`config.mk`:
```
export PLATFORM = sky130hd
export DESIGN_NAME = ram_fifo_ctrl_flat
export DESIGN_NICKNAME = d
export VERILOG_FILES = /design/src/rtl/ram_fifo_ctrl_pkg.sv /design/src/rtl/ram_fifo_ctrl_if.sv /design/src/rtl/ram_fifo_ctrl.sv /design/src/flat_wrapper.sv
export SDC_FILE = /design/constraint.sdc
export NUM_CORES = 1
export LEC_CHECK = 0
export ABC_AREA = 1
export ABC_CLOCK_PERIOD_IN_PS = 3800
export BUFFER_PORTS_ARGS = -buffer_cell sky130_fd_sc_hd__buf_2
export CAP_MARGIN = 20
export CORE_ASPECT_RATIO = 0.5
export CORE_UTILIZATION = 38
export CTS_CLUSTER_DIAMETER = 30
export DETAILED_ROUTE_END_ITERATION = 10
export GPL_TIMING_DRIVEN = 0
export PLACE_DENSITY = 0.67
export SETUP_SLACK_MARGIN = 0.5
export SLEW_MARGIN = 0
export SYNTH_ARGS = -nofsm -noshare
export SYNTH_HDL_FRONTEND = slang
export SYNTH_SLANG_ARGS = --single-unit
export TNS_END_PERCENT = 10
```
`constraint.sdc`:
```
create_clock -name clk -period 3.8 [get_ports clk]
set_clock_uncertainty 0.15 [all_clocks]
set_input_delay 0.76 -clock clk [delete_from_list [all_inputs] [get_ports clk]]
set_output_delay 0.76 -clock clk [all_outputs]
set_load 0.01 [all_outputs]
```
`src/rtl/ram_fifo_ctrl_pkg.sv`:
```
// Shared constants for the FIFO controller and the 64x8 simple dual-port RAM
// it drives. The RAM uses the same defaults, so keeping them in one package
// stops the controller and the memory from disagreeing on geometry.
package ram_fifo_ctrl_pkg;

  localparam int DATA_W_DEF   = 8;
  localparam int ADDR_W_DEF   = 6;
  localparam int DEPTH_DEF    = 1 << ADDR_W_DEF;
  localparam int AF_LEVEL_DEF = 56;
  localparam int AE_LEVEL_DEF = 8;

endpackage

```
`src/rtl/ram_fifo_ctrl_if.sv`:
```
// Push/pop stream interface of the RAM FIFO controller.
//
// Handshake: there is no ready signal. A push is accepted in a cycle where
// push=1 and full=0; a pop is accepted where pop=1 and empty=0, both judged
// on the state before the clock edge. A rejected request is reported by a
// one-cycle overflow/underflow pulse after the edge. dout carries the popped
// word in the cycle after an accepted pop, marked by dout_valid.
//
// Modports:
//   master : the user side (drives push/din/pop, observes data and status)
//   slave  : the controller side
interface ram_fifo_ctrl_if
  import ram_fifo_ctrl_pkg::*;
#(
  parameter int DATA_W = DATA_W_DEF,
  parameter int ADDR_W = ADDR_W_DEF
) ();

  logic              push;
  logic [DATA_W-1:0] din;
  logic              pop;
  logic [DATA_W-1:0] dout;
  logic              dout_valid;
  logic              full;
  logic              empty;
  logic              almost_full;
  logic              almost_empty;
  logic [ADDR_W:0]   count;
  logic              overflow;
  logic              underflow;

  modport master (
    output push, din, pop,
    input  dout, dout_valid, full, empty, almost_full, almost_empty,
           count, overflow, underflow
  );

  modport slave (
    input  push, din, pop,
    output dout, dout_valid, full, empty, almost_full, almost_empty,
           count, overflow, underflow
  );

endinterface

```
`src/rtl/ram_fifo_ctrl.sv`:
```
// FIFO controller for a single-clock simple dual-port RAM with a registered
// read port. It turns the push/pop stream into RAM write/read controls and
// re-aligns the RAM's one-cycle read data with a valid strobe. The controller
// holds no storage itself; the RAM lives outside.
//
// Ports:
//   clk, rst   : clock (also clocks the RAM), synchronous active-high reset
//   bus        : push/pop stream, status flags and error pulses (slave side)
//   ram_we     : RAM write enable (an accepted push)
//   ram_waddr  : RAM write address (write pointer)
//   ram_wdata  : RAM write data (din passthrough)
//   ram_raddr  : RAM read address (read pointer, sampled by RAM every edge)
//   ram_rdata  : RAM registered read data, forwarded to dout
module ram_fifo_ctrl
  import ram_fifo_ctrl_pkg::*;
#(
  parameter int DATA_W   = DATA_W_DEF,
  parameter int ADDR_W   = ADDR_W_DEF,
  parameter int AF_LEVEL = AF_LEVEL_DEF,
  parameter int AE_LEVEL = AE_LEVEL_DEF
) (
  input  logic              clk,
  input  logic              rst,
  ram_fifo_ctrl_if.slave    bus,
  output logic              ram_we,
  output logic [ADDR_W-1:0] ram_waddr,
  output logic [DATA_W-1:0] ram_wdata,
  output logic [ADDR_W-1:0] ram_raddr,
  input  logic [DATA_W-1:0] ram_rdata
);

  localparam int DEPTH = 1 << ADDR_W;
  localparam logic [ADDR_W:0] DEPTH_C = (ADDR_W+1)'(DEPTH);
  localparam logic [ADDR_W:0] AF_C    = (ADDR_W+1)'(AF_LEVEL);
  localparam logic [ADDR_W:0] AE_C    = (ADDR_W+1)'(AE_LEVEL);

  logic [ADDR_W-1:0] wr_ptr;
  logic [ADDR_W-1:0] rd_ptr;
  logic [ADDR_W:0]   count_q;
  logic              dout_valid_q;
  logic              overflow_q;
  logic              underflow_q;
  logic              full_c;
  logic              empty_c;
  logic              push_ok;
  logic              pop_ok;

  assign full_c  = (count_q == DEPTH_C);
  assign empty_c = (count_q == '0);

  // Empty blocks a same-cycle pop of a word being pushed, so a word is read
  // at the earliest one edge after its write has committed: no bypass path.
  assign push_ok = bus.push & ~full_c;
  assign pop_ok  = bus.pop  & ~empty_c;

  assign ram_we    = push_ok;
  assign ram_waddr = wr_ptr;
  assign ram_wdata = bus.din;
  assign ram_raddr = rd_ptr;

  always_ff @(posedge clk) begin
    if (rst) begin
      wr_ptr       <= '0;
      rd_ptr       <= '0;
      count_q      <= '0;
      dout_valid_q <= 1'b0;
      overflow_q   <= 1'b0;
      underflow_q  <= 1'b0;
    end else begin
      // Pointers wrap naturally at DEPTH because they are exactly ADDR_W wide.
      if (push_ok) wr_ptr <= wr_ptr + 1'b1;
      if (pop_ok)  rd_ptr <= rd_ptr + 1'b1;
      case ({push_ok, pop_ok})
        2'b10:   count_q <= count_q + 1'b1;
        2'b01:   count_q <= count_q - 1'b1;
        default: count_q <= count_q;
      endcase
      // The RAM registers its read on the same edge that accepts the pop,
      // so the valid strobe is simply the pop acceptance delayed one cycle.
      dout_valid_q <= pop_ok;
      overflow_q   <= bus.push & full_c;
      underflow_q  <= bus.pop  & empty_c;
    end
  end

  assign bus.dout         = ram_rdata;
  assign bus.dout_valid   = dout_valid_q;
  assign bus.full         = full_c;
  assign bus.empty        = empty_c;
  assign bus.almost_full  = (count_q >= AF_C);
  assign bus.almost_empty = (count_q <= AE_C);
  assign bus.count        = count_q;
  assign bus.overflow     = overflow_q;
  assign bus.underflow    = underflow_q;

endmodule

```
`src/flat_wrapper.sv`:
```
// flat-port wrapper written by rule: the top's interface ports become plain ports
module ram_fifo_ctrl_flat import ram_fifo_ctrl_pkg::*;
#(
  parameter int DATA_W   = DATA_W_DEF,
  parameter int ADDR_W   = ADDR_W_DEF,
  parameter int AF_LEVEL = AF_LEVEL_DEF,
  parameter int AE_LEVEL = AE_LEVEL_DEF
)
  (clk, rst, ram_we, ram_waddr, ram_wdata, ram_raddr, ram_rdata, bus_push, bus_din, bus_pop, bus_dout, bus_dout_valid, bus_full, bus_empty, bus_almost_full, bus_almost_empty, bus_count, bus_overflow, bus_underflow);
  ram_fifo_ctrl_if #(.DATA_W(DATA_W), .ADDR_W(ADDR_W)) bus_i ();
  input  logic clk;
  input  logic rst;
  output logic ram_we;
  output logic [ADDR_W-1:0] ram_waddr;
  output logic [DATA_W-1:0] ram_wdata;
  output logic [ADDR_W-1:0] ram_raddr;
  input  logic [DATA_W-1:0] ram_rdata;
  input wire logic [$bits(bus_i.push)-1:0] bus_push;
  input wire logic [$bits(bus_i.din)-1:0] bus_din;
  input wire logic [$bits(bus_i.pop)-1:0] bus_pop;
  output wire logic [$bits(bus_i.dout)-1:0] bus_dout;
  output wire logic [$bits(bus_i.dout_valid)-1:0] bus_dout_valid;
  output wire logic [$bits(bus_i.full)-1:0] bus_full;
  output wire logic [$bits(bus_i.empty)-1:0] bus_empty;
  output wire logic [$bits(bus_i.almost_full)-1:0] bus_almost_full;
  output wire logic [$bits(bus_i.almost_empty)-1:0] bus_almost_empty;
  output wire logic [$bits(bus_i.count)-1:0] bus_count;
  output wire logic [$bits(bus_i.overflow)-1:0] bus_overflow;
  output wire logic [$bits(bus_i.underflow)-1:0] bus_underflow;
  assign bus_i.push = bus_push;
  assign bus_i.din = bus_din;
  assign bus_i.pop = bus_pop;
  assign bus_dout = bus_i.dout;
  assign bus_dout_valid = bus_i.dout_valid;
  assign bus_full = bus_i.full;
  assign bus_empty = bus_i.empty;
  assign bus_almost_full = bus_i.almost_full;
  assign bus_almost_empty = bus_i.almost_empty;
  assign bus_count = bus_i.count;
  assign bus_overflow = bus_i.overflow;
  assign bus_underflow = bus_i.underflow;
  ram_fifo_ctrl #(.DATA_W(DATA_W), .ADDR_W(ADDR_W), .AF_LEVEL(AF_LEVEL), .AE_LEVEL(AE_LEVEL)) u_core (.clk(clk), .rst(rst), .bus(bus_i), .ram_we(ram_we), .ram_waddr(ram_waddr), .ram_wdata(ram_wdata), .ram_raddr(ram_raddr), .ram_rdata(ram_rdata));
endmodule
```
==> qor.txt, run 1 <==
status: finished clean
gr usage total: 15.4%
setup TNS: 0 ns
crit path kind: register to register
HP Start: u_core.ram_raddr[5]$_SDFFE_PP0P_
Vias/cell: 4.57
Min-Delay Endpoint: u_core.ram_raddr[5]$_SDFFE_PP0P_
R2R setup slack: 1.14 ns
Reg-to-Reg End: u_core.bus.count[4]$_SDFFE_PP0P_
worst-path fanout max: 8
worst hold-check path type: register to register
clock root cell: clkbuf_8
Iter 0 DRT Violations: 37
global route overflow: 0
Worst setup EP type: register
Tot Pwr: 1.00 mW
YS warnings: 0
Slew headroom: 69.2%
Period Utilization, post-route: 70.1%
Clk pin slew, worst setup/hold paths: 0.08 ns
drt drc: 0
worst-skew pair later-pin latency: 0.26 ns
row cnt: 15
post-synth top area share: 31.0%
clock sinks: 22
cell area after synthesis: 0.00142 mm²
DIE AREA: 0.00400 mm²
via count: 1,385
drt first pass iters: 4
sequential share of the synthesized area: 31.0%
RSZ-0062 raised after global routing: false
Final Critical Period: 2.66 ns
WP data required: 3.87 ns
Synth area leader: dfxtp_1
synthesis-to-layout area growth: 24.6%
Leakage: 0.955 nW
#FFs+latches synth: 22
worst vdd ir: 0.176 mV
Cell Pwr Density: 565 mW/mm²
Initial Utilization: 40.5%
first-pass GRT wire length: 4680 µm
port bufs: 46
initial antenna violation count: 0
routed len/inst: 9.93 µm
endpoints failing hold: 0
H-tree levels: 1
die width: 88.5 µm
Antenna Violating Nets Remaining: 0
CP arrival: 2.73 ns
TritonCTS clock tree: yes
final std cells w/o fill: 303
Max-Cap Viols: 0
Mapped Cells: 202
Hold Path Cell Cnt: 2
# setup viols final: 0
Final Cell Area: 0.00177 mm²
CTS max path bufs: 2
post-CTS repair timing setup buffer count: 0
Slew @ Worst Pin: 0.462 ns
pin count of the biggest net entering global routing: 13
Die Ht: 45.2 µm
Distinct cells, synth: 25
Final GP Congestion: 0.814
Startpoint Class: register
R2R cell count: 13
nets: 282
layout cell share with drive strength beyond 1: 31.3%
post-CTS resize count: 0
ANT cells: 0
fmax: 375 MHz
pins over their slew limit: 0
Inst Count DP: 299
# hold bufs at CTS: 0
CTS buffer count: 3
hpwl dp: 2350 µm
Routed WL: 3010 µm
Synth area leaders: dfxtp_1 31%, nand2_1 13%, buf_4 8.5%
Area after DPL: 0.00172 mm²
core area: 0.00351 mm²
Mapped Nets: 231
syn_area_per_cell: 7.04 µm²
I/O pins: 63
worst flop-to-flop path startpoint: u_core.bus.count[3]$_SDFFE_PP0P_
vias in the first global route: 1,124
==> layout by cell type, fill, tap and decap left out, types with 2 or more instances in the layout <==
cell type and count:
dfxtp_1 22, nand3_2 2, nor2_1 13, xnor2_1 5
inv_1 27, nand3b_1 2, ha_1 8, nor3_1 2
xor2_1 2, a21oi_1 18, nand3_1 13, inv_2 3
clkbuf_8 4, nand4_1 3, o21ai_0 6, nor2_4 3
nor2_2 2, buf_4 16, nand2_1 48, buf_2 46
==> area by class of cell <==
class                      instances  area [µm²]
buffer                            17         124
inverter                          30         113
sequential                        22         440
tap                               51        63.8
multi-input combinational        133         744
fill                             368        1740
clock buffer                       4        55.1
timing repair buffer              46         230
==> through the flow <==
| step | hold WS (ns) | utilization, % | setup WS, ns |
|---|---|---|---|
| 6_report | 0.345 | 50.4 | 1.14 |
| 5_1_grt | 0.384 | 50.4 | 0.916 |
| 4_1_cts | 0.344 | 50.4 | 1.10 |
| 3_5_place_dp | 0.331 | 48.9 | 0.914 |
| 3_3_place_gp | 0.321 | 48.9 | 0.950 |
| 2_1_floorplan | 0.356 | - | 1.34 |
==> registers in the layout, indices dropped and copies added (netlist names) <==
register,count
u_core.bus.count,7
u_core.ram_raddr,6
u_core.ram_waddr,6
u_core.bus.dout_valid,1
u_core.bus.overflow,1
u_core.bus.underflow,1
==> worst max-delay path, cell delays in order, from the launching register on <==
cell	delay [ns]
dfxtp_1	0.43
inv_1	0.11
nand3_2	0.13
nor2_4	0.05
nor2_2	0.27
ha_1	0.40
inv_1	0.12
fa_1	0.41
inv_1	0.09
nand3_1	0.09
a21oi_1	0.14
nand3b_1	0.11
nand2_1	0.06
inv_1	0.05
==> power breakdown <==
| part | internal (mW) | leakage (nW) | switching, mW | total (mW) |
|---|---|---|---|---|
| Clock | 0.0925 | 0.0288 | 0.0785 | 0.171 |
| Sequential | 0.277 | 0.180 | 0.0509 | 0.328 |
| Combinational | 0.200 | 0.746 | 0.302 | 0.502 |
==> synthesized netlist by cell type (all sizes together) <==
| master | instances |
|---|---|
| a21oi | 18 |
| buf | 16 |
| clkbuf | 1 |
| dfxtp | 22 |
| fa | 1 |
| ha | 8 |
| inv | 30 |
| nand2 | 50 |
| nand3 | 15 |
| nand3b | 2 |
| nand4 | 3 |
| nor2 | 18 |
| nor3 | 2 |
| o211ai | 1 |
| o21ai | 6 |
| o31ai | 1 |
| or2 | 1 |
| xnor2 | 5 |
| xor2 | 2 |
==> layer usage <==
layer	up-vias	share of wire [%]	global-route usage (%)
li1	724	-	-
met1	614	44	18.4
met2	45	51	28.2
met3	2	4.9	3.29
met4	0	0.40	4.84
met5	-	0	0
==> how the worst max path moves through the flow <==
stage | start | to | slack [ns] | depth (start not counted)
after global placement | bus_pop | u_core.bus.count[4]$_SDFFE_PP0P_ | 0.95 | 12
after detailed placement | bus_pop | u_core.bus.count[4]$_SDFFE_PP0P_ | 0.91 | 12
after floorplan | bus_pop | u_core.bus.count[5]$_SDFFE_PP0P_ | 1.34 | 9
final | u_core.bus.count[3]$_SDFFE_PP0P_ | u_core.bus.count[4]$_SDFFE_PP0P_ | 1.14 | 13
after global routing | u_core.bus.count[3]$_SDFFE_PP0P_ | u_core.bus.count[4]$_SDFFE_PP0P_ | 0.92 | 13
after CTS | u_core.bus.count[3]$_SDFFE_PP0P_ | u_core.bus.count[4]$_SDFFE_PP0P_ | 1.10 | 13
==> kinds of logic after synthesis <==
logic type / count (synthesis) / share of synthesized area [%]
simple gates: 91 / 30.1
compound gates: 26 / 9.51
buf+inv: 47 / 16.6
flops: 22 / 31.0
fa+ha+maj: 9 / 8.45
xor+xnor: 7 / 4.31
Note: power is estimated with default switching activity, not from simulation.
==> inputs of run 2 (changes only) <==
--- a/config.mk
+++ b/config.mk
@@ -5,8 +5,8 @@
 export SDC_FILE = /design/constraint.sdc
 export NUM_CORES = 1
 export LEC_CHECK = 0
-export ABC_AREA = 1
-export ABC_CLOCK_PERIOD_IN_PS = 3800
+export ABC_AREA = 0
+export ABC_CLOCK_PERIOD_IN_PS = 2200
 export BUFFER_PORTS_ARGS = -buffer_cell sky130_fd_sc_hd__buf_2
 export CAP_MARGIN = 20
 export CORE_ASPECT_RATIO = 0.5
@@ -14,7 +14,7 @@
 export CTS_CLUSTER_DIAMETER = 30
 export DETAILED_ROUTE_END_ITERATION = 10
 export GPL_TIMING_DRIVEN = 0
-export PLACE_DENSITY = 0.67
+export PLACE_DENSITY = 0.7
 export SETUP_SLACK_MARGIN = 0.5
 export SLEW_MARGIN = 0
 export SYNTH_ARGS = -nofsm -noshare
==> constraint.sdc (replaced) <==
create_clock -name clk -period 2.2 [get_ports clk]
set_clock_uncertainty 0.15 [all_clocks]
set_input_delay 0.44 -clock clk [delete_from_list [all_inputs] [get_ports clk]]
set_output_delay 0.44 -clock clk [all_outputs]
set_load 0.01 [all_outputs]
==> run 2 against run 1 <==
Sequential cell count unchanged. Total power grew to 2.7 times the previous value. Wire length up 10%. Critical path type unchanged. Sequential share of layout area decreased by 0.86 points. Synthesized cell count down 24%. Synthesized area down 5.5%. The run now ends with setup timing left. Fmax fell by 11%. Core utilization is 8.4 points higher. Largest power group unchanged. First-iteration DRC count shrank 5.4%. Cell count fell by 14%. Clock power is 130% higher.
==> qor.txt, run 2 <==
status: complete, but fails checks
failing checks: setup timing
fraction of the mapped netlist area in compound gates: 16.5%
Slew headroom: 66.1%
sequential share of power: 23.2%
Adder-Cell Fraction of Synth Area: 8.94%
Net Sw Power: 1.14 mW
R2R setup slack: -0.78 ns
Vias/cell: 5.00
fmax: 336 MHz
# setup viols final: 9
Synth area leaders: dfxtp_1 33%, buf_4 8.9%, ha_1 7.4%
Iter 0 DRT Violations: 35
via count: 1,300
gr usage total: 16.9%
Mapped Nets: 182
Synth top cells by count: 22 x dfxtp_1, 21 x nor2_1, 16 x buf_4, 9 x xor2_1
Internal: 1.54 mW
port bufs: 46
worst vdd ir: 0.482 mV
Max-Cap Viols: 0
ANT cells: 0
CP arrival: 2.99 ns
first-pass GRT wire length: 4900 µm
core area: 0.00319 mm²
Final Critical Period: 2.98 ns
drt drc: 0
WP data required: 2.21 ns
cell area after synthesis: 0.00134 mm²
endpoints failing hold: 0
drt first pass iters: 4
# hold bufs at CTS: 0
crit path kind: register to register
Leakage: 0.902 nW
pin count of the biggest net entering global routing: 14
clock root cell: clkbuf_8
most frequent cells in the layout: 45 x buf_2, 25 x buf_4, 19 x nor2_1
clock sinks: 22
#FFs+latches synth: 22
Clock Power Share: 14.5%
Inst Count DP: 247
Worst setup EP type: register
Cell Pwr Density: 1430 mW/mm²
final core area utilization: 58.8%
most common cell in the synthesized netlist: dfxtp_1
Slew @ Worst Pin: 0.509 ns
YS warnings: 0
Synth Area in XOR/XNOR: 7.17%
final worst slack: -0.778 ns
Routed WL: 3320 µm
Synth area leader: dfxtp_1
initial antenna violation count: 0
nets: 242
I/O pins: 63
pins over their slew limit: 0
CTS max path bufs: 2
die width: 86.1 µm
post-synth top area share: 32.8%
Distinct cells, synth: 43
worst hold-check path type: input port to register
Mapped Cells: 153
row cnt: 14
multiplexer area fraction after synthesis: 2.33%
DIE AREA: 0.00379 mm²
Final GP Congestion: 0.815
hpwl dp: 2180 µm
max FFs per register: 7
layout cell share with drive strength beyond 1: 48.1%
Startpoint Class: register
vias in the first global route: 1,123
Post-Synth Simple-Gate Area: 19.4%
sequential share of the synthesized area: 32.8%
Switching Share: 42.6%
syn_area_per_cell: 8.78 µm²
H-tree levels: 1
Period Utilization, post-route: 135%
fraction of registers with async set/reset: 0%
Post-synth EDFFs: 0
Primary FF master, synth: dfxtp_1
final std cells w/o fill: 260
worst-skew pair later-pin latency: 0.27 ns
combinational fraction of design power: 62.2%
TritonCTS clock tree: yes
most common cell after layout, fill and taps aside: buf_2
worst-path fanout max: 6
Clk pin slew, worst setup/hold paths: 0.09 ns
routed len/inst: 12.8 µm
Antenna Violating Nets Remaining: 0
global route overflow: 0
CTS buffer count: 3
RSZ-0062 raised after global routing: true
synthesis-to-layout area growth: 39.6%
main combinational cell family by area after synthesis: simple AND/OR/NAND/NOR gates
Die Ht: 44.1 µm
Initial Utilization: 42.2%
run 2: changes by cell type in the layout (fill, tap and decap cells not counted), moves of 4 or more:
| cell | previous run | this run |
|---|---|---|
| or3_1 | 0 | 4 |
| nand2_1 | 48 | 4 |
| nand3_1 | 13 | 3 |
| o21ai_0 | 6 | 2 |
| nor2_1 | 13 | 19 |
| dfxtp_1 | 22 | 18 |
| a21oi_1 | 18 | 7 |
| xor2_1 | 2 | 9 |
| buf_4 | 16 | 25 |
| inv_1 | 27 | 6 |
run 2: path summary, 6_finish.rpt:
| check | start | endpoint | depth (start not counted) |
|---|---|---|---|
| max | u_core.bus.count[2]$_SDFFE_PP0P_ | u_core.bus.count[6]$_SDFFE_PP0P_ | 10 |
| min | bus_pop | u_core.bus.underflow$_SDFF_PP0_ | 2 |
| max reg2reg | u_core.bus.count[2]$_SDFFE_PP0P_ | u_core.bus.count[6]$_SDFFE_PP0P_ | 10 |
| min reg2reg | u_core.ram_raddr[5]$_SDFFE_PP0P_ | u_core.ram_raddr[5]$_SDFFE_PP0P_ | 2 |
run 2: area by class of cell:
| class | count | area (µm²) |
|---|---|---|
| Sequential cell | 22 | 450 |
| Clock buffer | 3 | 41.3 |
| Fill cell | 279 | 1310 |
| Multi-Input combinational cell | 103 | 806 |
| Clock inverter | 1 | 30.0 |
| Inverter | 8 | 30.0 |
| Buffer | 20 | 154 |
| Tap cell | 48 | 60.1 |
| Timing Repair Buffer | 55 | 304 |
run 2: cells by family (layout without fill, tap and decap cells):
| logic type | count (synthesis) | after routing |
|---|---|---|
| xor+xnor | 11 | 11 |
| simple gates | 50 | 50 |
| flops | 22 | 22 |
| buf+inv | 28 | 87 |
| fa+ha+maj | 9 | 9 |
| mux | 3 | 3 |
| compound gates | 30 | 30 |
run 2: per-layer routing:
metal	routed length [µm]	vias up	share of wire [%]	GRT usage (%)
met3	234	8	7.1	3.54
met4	39	0	1.2	5.33
met1	1490	578	45	19.7
met5	0	-	0	0
met2	1560	72	47	32.1
li1	-	642	-	-
run 2: timing repair:
item	CTS	global route
buffers inserted	8	1
pin swaps	11	4
gates resized for setup	15	6
endpoints found under the setup margin	18	24
run 2: power by group through the flow:
stage	sequential, mW	clock, mW	combinational, mW
CTS	0.616	0.400	1.57
floorplan	0.650	0	0.938
global placement	0.627	0	1.30
detailed placement	0.629	0	1.32
global route	0.636	0.412	1.80
finish	0.623	0.390	1.67
run 2: worst max-delay path, cell delays in order, from the launching register on:
cell	delay, ns
dfxtp_4	0.35
or4_4	0.53
buf_8	0.15
o21ai_4	0.16
ha_4	0.20
inv_2	0.04
fa_2	0.33
nand2b_4	0.16
a21o_1	0.18
a221oi_2	0.30
mux2_4	0.32
run 2: stage by stage:
stage          instance area, µm²  worst slack, ns  power, mW  hold slack, ns  TNS (ns)
6_report                     1880           -0.778       2.68           0.342     -3.09
5_1_grt                      1880           -0.864       2.85           0.340     -3.86
4_1_cts                      1840           -0.816       2.58           0.329     -3.11
3_5_place_dp                 1670           -0.896       1.95           0.334     -3.45
3_3_place_gp                 1670           -0.879       1.92           0.325     -3.30
2_1_floorplan                1380           -0.742       1.59           0.333     -2.37
==> inputs of run 3 (changes only) <==
--- a/config.mk
+++ b/config.mk
@@ -10,10 +10,12 @@
 export BUFFER_PORTS_ARGS = -buffer_cell sky130_fd_sc_hd__buf_2
 export CAP_MARGIN = 20
 export CORE_ASPECT_RATIO = 0.5
+export CORE_MARGIN = 5
 export CORE_UTILIZATION = 38
 export CTS_CLUSTER_DIAMETER = 30
 export DETAILED_ROUTE_END_ITERATION = 10
 export GPL_TIMING_DRIVEN = 0
+export HOLD_SLACK_MARGIN = 0.06
 export PLACE_DENSITY = 0.7
 export SETUP_SLACK_MARGIN = 0.5
 export SLEW_MARGIN = 0
==> run 3 against run 2 <==
The run still ends with setup timing left. Sequential power barely moved. Register-to-register slack barely moved. Total power rose by 4.3%. Die area rose by 29%. Largest cell class unchanged. Highest routed layer unchanged.
==> qor.txt, run 3 (synthesized netlist as in run 2, its figures left out) <==
Slew @ Worst Pin: 0.534 ns
Initial Utilization: 39.3%
slowest cell on the critical path: or4_4
Period Utilization, post-route: 135%
Slew headroom: 64.4%
ANT cells: 0
worst-path fanout max: 6
Die Ht: 52.1 µm
most frequent cells in the layout: 45 x buf_2, 25 x buf_4, 18 x nor2_1, 18 x dfxtp_1, 9 x xor2_1
row cnt: 15
crit path kind: register to register
Final GP Congestion: 0.883
Max-Cap Viols: 0
critical-path cell list: or4_4 > buf_8 > o21ai_4 > ha_4 > inv_2 > fa_2 > nand2b_4 > a21o_1 > a221oi_2 > mux2_4
clock root cell: clkbuf_8
routed len/inst: 13.2 µm
Cell Pwr Density: 1460 mW/mm²
worst vdd ir: 0.523 mV
Inst Count DP: 250
final worst slack: -0.764 ns
via count: 1,301
endpoints failing hold: 0
I/O pins: 63
drt first pass iters: 4
Final Critical Period: 2.96 ns
Routed WL: 3490 µm
R2R setup slack: -0.76 ns
global route overflow: 0
gr usage total: 14.6%
clock sinks: 22
nets: 244
most common cell after layout, fill and taps aside: buf_2
initial antenna violation count: 0
vias in the first global route: 1,240
worst hold-check path type: register to register
delay-heaviest family, CP: simple AND/OR/NAND/NOR gates
max FFs per register: 7
CP arrival: 2.97 ns
Hold Path Cell Cnt: 2
pins over their slew limit: 0
H-tree levels: 1
Startpoint Class: register
worst-skew pair later-pin latency: 0.27 ns
Worst setup EP type: register
R2R cell count: 10
final std cells w/o fill: 265
setup TNS: -3.08 ns
failing checks: setup timing
CTS max path bufs: 2
TritonCTS clock tree: yes
Critical Path Stages: 10
fmax: 337 MHz
layout cell share with drive strength beyond 1: 49.5%
first-pass GRT wire length: 5660 µm
DIE AREA: 0.00490 mm²
Vias/cell: 4.91
CTS buffer count: 3
# setup viols final: 9
Antenna Violating Nets Remaining: 0
hpwl dp: 2530 µm
status: complete, but fails checks
Leakage: 0.919 nW
Buf/Inv on CP: 2
fill count: 307
synthesis-to-layout area growth: 42.1%
pin count of the biggest net entering global routing: 14
Iter 0 DRT Violations: 28
die width: 94.1 µm
port bufs: 46
WP data required: 2.20 ns
max incr delay on CP: 0.54 ns
Clk pin slew, worst setup/hold paths: 0.08 ns
# hold bufs at CTS: 0
core area: 0.00342 mm²
drt drc: 0
RSZ-0062 raised after global routing: true
-- run 3: cell count changes in the layout (fill, tap and decap cells not counted), sizes merged --
cell / delta
buf: +2
-- run 3: through the flow --
stage	total power, mW	util (%)	hold slack [ns]	area [µm²]	worst slack [ns]
floorplan	1.59	-	0.333	1380	-0.742
global placement	1.92	48.9	0.316	1670	-0.875
detailed placement	1.96	48.9	0.336	1670	-0.894
CTS	2.62	54.5	0.334	1860	-0.820
global route	3.00	55.9	0.348	1910	-0.873
finish	2.79	55.9	0.345	1910	-0.764
-- run 3: area by class of cell --
| cell class | instances | area (µm²) | area share [%] |
|---|---|---|---|
| Buffer | 20 | 158 | 8.26 |
| Clock buffer | 3 | 41.3 | 2.16 |
| Clock inverter | 1 | 30.0 | 1.57 |
| Inverter | 8 | 30.0 | 1.57 |
| Multi-Input combinational cell | 103 | 810 | 42.4 |
| Sequential cell | 22 | 450 | 23.6 |
| Tap cell | 51 | 63.8 | 3.34 |
| Timing Repair Buffer | 57 | 327 | 17.1 |
-- run 3: worst paths after layout --
check / start / endpoint
max reg2reg: u_core.bus.count[3]$_SDFFE_PP0P_ / u_core.bus.count[6]$_SDFFE_PP0P_
max: u_core.bus.count[3]$_SDFFE_PP0P_ / u_core.bus.count[6]$_SDFFE_PP0P_
min: u_core.ram_raddr[5]$_SDFFE_PP0P_ / u_core.ram_raddr[5]$_SDFFE_PP0P_
min reg2reg: u_core.ram_raddr[5]$_SDFFE_PP0P_ / u_core.ram_raddr[5]$_SDFFE_PP0P_
-- run 3: routing by layer --
layer / track usage, % / up-vias / share of wire (%)
met5: 0 / - / 0
met4: 3.60 / 0 / 1.1
met3: 3.61 / 6 / 8.5
met2: 27.1 / 56 / 48
met1: 16.9 / 589 / 42
li1: - / 650 / -
-- run 3: timing repair --
| action | in CTS | in global routing |
|---|---|---|
| setup endpoints to repair | 19 | 25 |
| cloned | 0 | 0 |
| setup buffers | 9 | 2 |
| gates resized for setup | 16 | 9 |
| pin swaps | 16 | 11 |
-- run 3: power breakdown --
part           switching, mW  leakage (nW)  total [mW]  internal, mW
combinational          0.893         0.702        1.79         0.897
clock                  0.137        0.0357       0.380         0.243
sequential             0.119         0.181       0.625         0.505
total                   1.15         0.919        2.79          1.65
-- run 3: tightest hold or removal path: stages, from the launching register on --
cell	delay (ns)
dfxtp_1	0.32
o21ai_0	0.07
a21oi_1	0.06
